File: src/rtl/fib_pkg.sv
// Shared types and constants for the Fibonacci stream checker.
package fib_pkg;

  localparam int unsigned FIB_WIDTH = 32;
  localparam int unsigned FIB_CNT_W = 16;

  localparam int unsigned FIB_F0 = 0;
  localparam int unsigned FIB_F1 = 1;

  typedef enum logic [1:0] {
    StIdle,
    StRun,
    StDone,
    StError
  } fib_chk_state_t;

endpackage

File: src/rtl/fib_ref_gen.sv
// Reference Fibonacci generator; the sum is formed one bit wider so the carry flags overflow.
module fib_ref_gen
  import fib_pkg::*;
#(
  parameter int unsigned WIDTH = FIB_WIDTH,
  parameter int unsigned CNT_W = FIB_CNT_W
) (
  input  logic             clk,
  input  logic             rst,
  input  logic             i_clear,
  input  logic             i_advance,
  output logic [WIDTH-1:0] o_ref,
  output logic             o_carry,
  output logic [CNT_W-1:0] o_index
);

  logic [WIDTH-1:0] r_prev1;
  logic [WIDTH-1:0] r_prev2;
  logic [CNT_W-1:0] r_index;
  logic [WIDTH:0]   w_sum;

  assign w_sum   = {1'b0, r_prev1} + {1'b0, r_prev2};
  assign o_index = r_index;

  // Indices 0 and 1 are seeds; only later terms can carry out.
  always_comb begin
    o_ref   = w_sum[WIDTH-1:0];
    o_carry = w_sum[WIDTH];
    if (r_index == CNT_W'(0)) begin
      o_ref   = WIDTH'(FIB_F0);
      o_carry = 1'b0;
    end else if (r_index == CNT_W'(1)) begin
      o_ref   = WIDTH'(FIB_F1);
      o_carry = 1'b0;
    end
  end

  always_ff @(posedge clk or posedge rst) begin
    if (rst) begin
      r_prev1 <= '0;
      r_prev2 <= '0;
      r_index <= '0;
    end else if (i_clear) begin
      r_prev1 <= '0;
      r_prev2 <= '0;
      r_index <= '0;
    end else if (i_advance) begin
      r_prev2 <= r_prev1;
      r_prev1 <= o_ref;
      r_index <= r_index + CNT_W'(1);
    end
  end

endmodule

File: config.mk
export PLATFORM = sky130hd
export DESIGN_NAME = fib_ref_gen
export DESIGN_NICKNAME = d
export VERILOG_FILES = /design/src/rtl/fib_pkg.sv /design/src/rtl/fib_ref_gen.sv
export SDC_FILE = /design/constraint.sdc
export NUM_CORES = 1
export LEC_CHECK = 0
export CAP_MARGIN = 20
export CORE_ASPECT_RATIO = 0.7
export CORE_MARGIN = 2
export CORE_UTILIZATION = 40
export CTS_CLUSTER_SIZE = 30
export DETAILED_ROUTE_END_ITERATION = 8
export PLACE_DENSITY_LB_ADDON = 0.3
export SLEW_MARGIN = 20
export SYNTH_ARGS = -nofsm -noshare
export SYNTH_HDL_FRONTEND = slang
export SYNTH_SLANG_ARGS = --single-unit
File: constraint.sdc
create_clock -name clk -period 4.75 [get_ports clk]
set_clock_uncertainty 0.2 [all_clocks]
set_input_delay 0.95 -clock clk [delete_from_list [all_inputs] [get_ports clk]]
set_output_delay 0.95 -clock clk [all_outputs]
set_load 0.1 [all_outputs]
Word-level counts from Yosys, hierarchy flattened --
Cells that the tools add are included.
Storage, ports and cells: register bits after elaboration 80, bits in latches 0, bits in writable memories 0, memory bits (read-only) 0, bits of input ports 4, output and inout port bits 49, word-level logic and storage cells 18, memories kept 0
Cells by class: add/sub/neg operators 2, $mul 0, divide/modulo/power cells 0, order comparisons 0, equality and inequality tests 1, shift operators 0, muxes and demuxes 10, bitwise operators 0, reductions and logical operators 2
Operator list (count):
- 2-to-1 mux 32 bit | 6
- adder 32 x 32 -> 33 bit | 1
- 2-to-1 mux 16 bit | 2
- adder 16 x 1 -> 16 bit, second input constant | 1
- == test 16 x 1 -> 1 bit, second input constant | 1
- zero test 16 bit | 1
- 2-to-1 mux 1 bit | 2
- nonzero test 2 bit | 1

Longest topological paths before layout --
Gate-level depths: netlist (run 1).
depth after elaboration 5, depth in mapped cells 10, mapped depth without buffers 10

Worst setup path after synthesis (run 1) --
Ideal clock, no wire load.
path type reg-to-output, from reg r_prev1[15], to out o_ref[28], arrival time 4050 ps, required time 3600 ps, path slack -450 ps, cell stages (with the launch flop) 10, path buffers 1, cell sequence dfrtp_1 > ha_1 > clkbuf_1 > a21oi_1 > o21ai_0 > a32oi_1 > a21oi_1 > a221o_1 > o21a_1 > nor3_1
Between the ends: longest elaborated chain between the ends 3
RTL lines:
- from (decl) | RTL line fib_ref_gen.sv:17 | logic [WIDTH-1:0] r_prev1;
- from (signal assigned) | RTL line fib_ref_gen.sv:49 | r_prev1 <= o_ref;
- adder 32 x 32 -> 33 bit | RTL line fib_ref_gen.sv:22 | assign w_sum = {1'b0, r_prev1} + {1'b0, r_prev2};
- 2-to-1 mux 32 bit | RTL line fib_ref_gen.sv:32 | end else if (r_index == CNT_W'(1)) begin
- 2-to-1 mux 32 bit | RTL line fib_ref_gen.sv:29 | if (r_index == CNT_W'(0)) begin
- to (decl) | RTL line fib_ref_gen.sv:12 | output logic [WIDTH-1:0] o_ref,
No other way between the ends.

Final worst setup path (run 1) --
from reg r_prev1[0], to out o_carry
Between the ends: longest elaborated chain between the ends 3
RTL lines:
- adder 32 x 32 -> 33 bit | RTL line fib_ref_gen.sv:22
- 2-to-1 mux 1 bit | RTL line fib_ref_gen.sv:32
- 2-to-1 mux 1 bit | RTL line fib_ref_gen.sv:29
- to (decl) | RTL line fib_ref_gen.sv:13 | output logic o_carry,
No other way between the ends.

==> results.txt, run 1 <==
----------------------------------------------------
[Status]
  Outcome ... completed

[Clocking]
  Maximum number of buffers from clock root to sink ... 2
  Clock slew at reported path FFs ... roughly 0.060 ns
  CTS HTree Levels ... 3
  Sinks on the clock net ... 80
  Later-pin clock latency in the skew report ... 0.34 ns
  Buffers inserted by post-CTS timing repair ... 0
  CTS tree ... yes
  Number of buffers created by CTS ... 9
  CTS root buffer ... clkbuf_16
  Cells resized by post-CTS repair ... 0
  Number of hold buffers added after cts ... 0

[Global routing]
  GRT Overall Usage ... 0.206
  Number of antenna violations at the first check in global routing ... 0
  Largest net degree at the start of global routing ... 55
  First-pass GRT wire length ... ~23,000 um
  Via count of the first global-routing pass ... approximately 4,500
  GR Overflow Total ... 0

[Routing]
  First-iteration detailed-routing DRC count ... between 500 and 600
  DRC violations left ... 0
  Post-detailed-routing wire length ... approximately 14,000 um
  Detailed-route via count ... 4,676
  Count of antenna-violating nets left after detailed routing ... 0
  Vias/cell ... around 5.7
  Average detailed-routed wire length per instance ... approximately 17 um
  Pre-Repair DR Iteration Count ... 5

[Synthesis]
  Fraction of registers with async set or reset after synthesis ... 1.00
  Unique cell type count in the Yosys netlist ... 54
  Most used flip-flop cell after synthesis ... dfrtp_1
  Sequential cell area fraction in the yosys report ... 0.375
  Post-synth EDFFs ... 0
  Post-synthesis instance total ... ~600
  Number of register bits inferred by synthesis ... 80
  Mean post-synth cell area ... 8.79 sq um
  Net count of the mapped netlist ... between 600 and 700
  Area of the mapped netlist ... 5340 sq um
  Yosys warning count ... 0

[Cells and area]
  Most frequent cells in the layout ... 91 x nor2_1, 80 x dfrtp_1, 48 x nand2_1, 44 x a21oi_1, 40 x mux2i_1
  Fraction of layout cells with a size suffix above 1 ... 0.103
  Diodes inserted ... 0
  Final Core Density ... 0.480
  Layout net count ... slightly below 700
  Layout fillers ... about 1,200
  Leading cell type in the layout, fill and taps excluded ... nor2_1
  Area of the multi-input gates ... approximately 3200 sq um
  Area taken by flip-flops and latches ... 2000 sq um
  Post-route design area ... around 6300 sq um
  Layout area overhead ... 17.7%

[Power]
  Power per unit of standard cell area ... ~250 nW/um^2
  Leakage power figure ... 0.00294 uW
  Peak supply drop ... between 0.15 and 0.2 mV

[Die]
  Vertical extent of the die ... between 100 and 150 um
  Die extent in x ... 142 um
  Initial core utilization ... 0.408
  FP Rows ... 35
  Core box area ... between 10,000 and 15,000 sq um
  Die area ... roughly 14,000 sq um
  Boundary Pins ... 53

[Timing]
  Tightest Pin Transition ... roughly 0.99 ns
  Final max-slew violation count ... 0
  RSZ-0062 raised after global routing ... false
  Number of endpoints with negative hold slack in the final report ... 0
  Final setup viols ... 0
  Worst setup margin ... around 0.33 ns
  Final critical path time including I/O delays and setup ... roughly 4.4 ns
  Portion of the clock cycle consumed by the worst path in the final layout ... 0.931
  Fmax ... ~230 MHz
  Post-route setup TNS ... 0 ns
  Worst relative slew slack ... 0.337

[Setup path]
  Cell seen most often among critical-path stages ... o2111ai_1
  Worst Path Required ... roughly 3.6 ns
  Critical-path top delay cell ... dfrtp_1
  Crit path buf inv count ... 2
  Crit-path leading delay family ... compound AO/OA/AOI/OAI gates
  Biggest fanout along the worst timing path ... 4
  Cell-by-cell listing of the critical path ... ha_1 > inv_1 > fa_1 > nor2b_1 > o2111ai_1 > a31oi_1 > o211ai_1 > a21boi_1 > o2111ai_1 > a21oi_1 > buf_12
  Crit-path max cell delay ... around 0.38 ns
  Startpoint-to-endpoint class of the critical path ... flip-flop to primary output
  Critical path startpoint category ... flip-flop
  Data arrival time at the worst-slack endpoint ... ~3.3 ns
  Setup crit end kind ... primary output

[Place]
  Detail Placement HPWL ... 10,100 um
  Buffers added on ports ... 52
  Minimum setup slack after placement ... between 0.6 and 0.7 ns
  Cell area after placement ... just under 6000 sq um
  Final weighted congestion in routability-driven placement ... roughly 0.9

[Min path]
  Min-delay worst type ... flip-flop to flip-flop

[Flow run]
  Maximum capacitance violations ... 0

----------------------------------------------------
[cells in the mapped netlist (6+ instances only)]
| library cell | count | area, sq um |
|---|---|---|
| a211oi_1 | 6 | 45.0 |
| a21o_1 | 13 | 97.6 |
| a21oi_1 | 44 | 220 |
| and3_1 | 6 | 37.5 |
| clkbuf_1 | 30 | 113 |
| dfrtp_1 | 80 | 2000 |
| ha_1 | 35 | 438 |
| inv_1 | 14 | 52.6 |
| mux2i_1 | 40 | 400 |
| nand2_1 | 48 | 180 |
| nand2b_1 | 7 | 43.8 |
| nand3_1 | 10 | 50.1 |
| nand4_1 | 17 | 106 |
| nor2_1 | 91 | 342 |
| nor3_1 | 12 | 60.1 |
| o21a_1 | 10 | 75.1 |
| o21ai_0 | 35 | 175 |
| xnor2_1 | 18 | 158 |
| xor2_1 | 18 | 158 |
[through the flow]
stage	cells	hold slack, ns	power (uW)
final	814	0.313	1580
after global routing	814	0.351	1640
after detailed placement	798	0.302	818
after global placement	798	0.293	817
after floorplan	607	0.277	780
after CTS	814	0.316	1590
[worst paths after layout]
path / startpoint / end / slack, ns / cells after the start
min reg2reg: r_prev1[24] / r_prev1[24] / 0.31 / 2
max: r_prev1[0] / o_carry / 0.33 / 11
max reg2reg: r_prev1[0] / r_prev1[16] / 1.77 / 10
min in group asynchronous: rst / r_prev2[2] / 0.90 / 2
max in group asynchronous: rst / r_prev2[12] / 2.62 / 3
min: r_prev1[24] / r_prev1[24] / 0.31 / 2
[where the power goes]
group | switching (uW) | internal (uW) | total, uW
logic | 91.4 | 25.7 | 117
registers | 3.86 | 684 | 688
clock network | 271 | 504 | 775
total | 366 | 1210 | 1580
[cells by family after synthesis]
logic type / synth area share
compound gates: 0.186
fa+ha+maj: 0.0858
mux: 0.0750
xor+xnor: 0.0591
flops: 0.375
simple gates: 0.183
buf+inv: 0.0356
[cell type report]
type,count,share of cell area
flip-flops and latches,80,0.319
multi-input cells,479,0.502
repair buffers,59,0.0844
clock buffers,14,0.0436
inverters,14,0.00876
well taps,166,0.0331
clock inverters,2,0.00956
[sequential cells by signal, indices dropped and copies added (netlist names)]
register / count
r_prev2: 32
r_prev1: 32
o_index: 16
[layer usage]
metal  GRT usage  share of wire  vias to the layer above
li1            -              -                     2229
met1       0.314           0.52                     2303
met4      0.0608          0.010                        0
met5           0              0                        -
met3      0.0352          0.050                       11
met2       0.296           0.42                      133
[tightest hold or removal path: cells and delay by family, from the launching register on]
kind | cells | cell delay, ns
compound gates | 1 | 0.06
flops | 1 | 0.37
simple gates | 1 | 0.05
Note: power is estimated with default switching activity, not from simulation.
==> run 2: changes to the inputs <==
- SKIP_CTS_REPAIR_TIMING: not set -> 1
==> results of run 2 <==
Same layout as run 1: the final DEF is identical, and so are final timing and power.
==> run 3: changes to the inputs <==
- CORE_UTILIZATION: 40 -> 28
- GPL_TIMING_DRIVEN: not set -> 0
==> run 3 against run 2 <==
Wire length is 9.6% higher. Register-to-register slack got worse by 0.08 ns. Critical endpoint is now o_ref[31]. Highest routed layer unchanged. Combinational power grew 6%. Global-route usage fell by 4.8 points. Largest cell class unchanged. Critical path type unchanged.
==> results.txt, run 3 (same netlist as run 1, synthesis figures left out) <==
----------------------------------------------------
[Clocking]
  Sinks on the clock net ... 80
  Maximum number of buffers from clock root to sink ... 2
  CTS tree ... yes
  Clock slew at reported path FFs ... about 0.060 ns
  Later-pin clock latency in the skew report ... between 0.3 and 0.4 ns
  CTS root buffer ... clkbuf_16
  CTS HTree Levels ... 3
  Number of buffers created by CTS ... 9

[Setup path]
  Startpoint-to-endpoint class of the critical path ... flip-flop to primary output
  Cell depth of the worst flop-to-flop path ... 7
  Setup crit end kind ... primary output
  Crit path buf inv count ... 2
  Critical-path top delay cell ... buf_2
  Critical path startpoint category ... flip-flop
  Biggest fanout along the worst timing path ... 8
  Cell seen most often among critical-path stages ... nor3_1
  Data arrival time at the worst-slack endpoint ... ~3.4 ns
  Cell-by-cell listing of the critical path ... ha_1 > clkbuf_1 > nand4_1 > nor3_1 > nor3b_1 > o41ai_2 > a211oi_1 > nor3_1 > nor3_1 > buf_2
  Register-to-register path setup slack ... roughly 1.7 ns
  Worst Path Required ... ~3.6 ns
  Crit-path leading delay family ... simple AND/OR/NAND/NOR gates
  Crit-path max cell delay ... around 0.48 ns
  R2R Path End ... r_prev1[13]
  Crit Reg-Reg Startpoint ... o_index[12]

[Routing]
  Pre-Repair DR Iteration Count ... 6
  Vias/cell ... 5.05
  Average detailed-routed wire length per instance ... 16.8 um
  Count of antenna-violating nets left after detailed routing ... 0
  Post-detailed-routing wire length ... 15,400 um
  First-iteration detailed-routing DRC count ... around 360
  Detailed-route via count ... between 4,000 and 5,000
  DRC violations left ... 0

[Status]
  Outcome ... completed

[Timing]
  Final critical path time including I/O delays and setup ... around 4.6 ns
  Final max-slew violation count ... 0
  Final worst hold slack ... approximately 0.32 ns
  Post-route setup TNS ... 0 ns
  RSZ-0062 raised after global routing ... true
  Final setup viols ... 0
  Fmax ... approximately 220 MHz
  Tightest Pin Transition ... around 1.0 ns
  Worst relative slew slack ... 0.333
  Portion of the clock cycle consumed by the worst path in the final layout ... 0.966
  Number of endpoints with negative hold slack in the final report ... 0

[Die]
  Die extent in x ... roughly 170 um
  FP Rows ... 42
  Initial core utilization ... 0.284
  Vertical extent of the die ... 120 um
  Boundary Pins ... 53
  Core box area ... 18,800 sq um
  Die area ... just over 20,000 sq um

[Min path]
  Hold-critical path endpoint ... r_prev1[20]
  Min-delay worst type ... flip-flop to flip-flop
  Number of cells on the worst hold path ... 2
  Launch point of the worst hold path ... r_prev1[20]

[Cells and area]
  Fraction of layout cells with a size suffix above 1 ... 0.0770
  Layout net count ... 710
  Layout area overhead ... 21.2%
  Most frequent cells in the layout ... 91 x nor2_1, 80 x dfrtp_1, 48 x nand2_1, 43 x a21oi_1, 40 x mux2i_1
  Layout fillers ... 1,975
  Leading cell type in the layout, fill and taps excluded ... nor2_1
  Final Core Density ... 0.344
  Diodes inserted ... 0

[Global routing]
  GR Overflow Total ... 0
  Number of antenna violations at the first check in global routing ... 0
  First-pass GRT wire length ... 24,600 um
  GRT Overall Usage ... 0.158
  Via count of the first global-routing pass ... 4,385
  Largest net degree at the start of global routing ... 44

[Place]
  Detail Placement HPWL ... approximately 12,000 um
  Buffers added on ports ... slightly above 50
  Final weighted congestion in routability-driven placement ... 0.888

[Power]
  Leakage power figure ... about 0.0031 uW
  Peak supply drop ... 0.125 mV
  Power, Total ... roughly 1500 uW
  Power per unit of standard cell area ... ~240 nW/um^2

[Flow run]
  Maximum capacitance violations ... 0

----------------------------------------------------
run 3: changes by cell type in the layout (fill, tap and decap cells not counted), moves of 2 or more:
cell | before | now
buf_12 | 4 | 1
buf_2 | 2 | 4
buf_4 | 36 | 1
buf_6 | 0 | 2
clkbuf_1 | 2 | 30
clkbuf_2 | 0 | 14
clkdlybuf4s50_1 | 17 | 23
dlymetal6s2s_1 | 0 | 10
run 3: layout make-up:
class / count / area, sq um / share of cell area
Buffer: 34 / 139 / 0.0215
Tap cell: 242 / 303 / 0.0468
Sequential cell: 80 / 2000 / 0.310
Timing Repair Buffer: 52 / 477 / 0.0737
Inverter: 14 / 55.1 / 0.00851
Clock buffer: 12 / 256 / 0.0397
Multi-Input combinational cell: 479 / 3180 / 0.492
Clock inverter: 4 / 51.3 / 0.00793
run 3: worst reg2reg max path, stage by stage, from the launching register on:
cell	delay, ns
dfrtp_1	0.43
nor4_1	0.33
and4_1	0.35
o21ai_0	0.23
nand3b_1	0.20
clkbuf_1	0.52
clkbuf_1	0.49
o21ai_0	0.16
run 3: through the flow:
stage	area (sq um)	cells	setup slack, ns
after floorplan	5350	607	-0.359
after global placement	6160	900	-0.373
after detailed placement	6180	901	-0.373
after CTS	6490	917	-0.779
after global routing	6470	917	-0.0272
final	6470	917	0.161
run 3: routing by layer:
layer,share of wire,global-route usage
met1,0.57,0.262
met2,0.38,0.202
met3,0.048,0.0389
met4,0.0055,0.0240
met5,0,0
run 3: how the worst max path moves through the flow:
stage,slack (ns),depth (start not counted),to,from
6_report,0.16,10,o_ref[31],r_prev1[18]
3_3_place_gp,-0.37,11,o_carry,r_prev1[0]
2_1_floorplan,-0.36,8,o_ref[31],r_prev1[3]
5_1_grt,-0.03,11,o_carry,r_prev1[0]
3_5_place_dp,-0.37,11,o_carry,r_prev1[0]
4_1_cts,-0.78,11,o_carry,r_prev1[0]
run 3: power breakdown:
| part | switching, uW | internal (uW) |
|---|---|---|
| sequential | 3.44 | 683 |
| combinational | 96.4 | 28.0 |
| clock | 294 | 437 |
| total | 393 | 1150 |
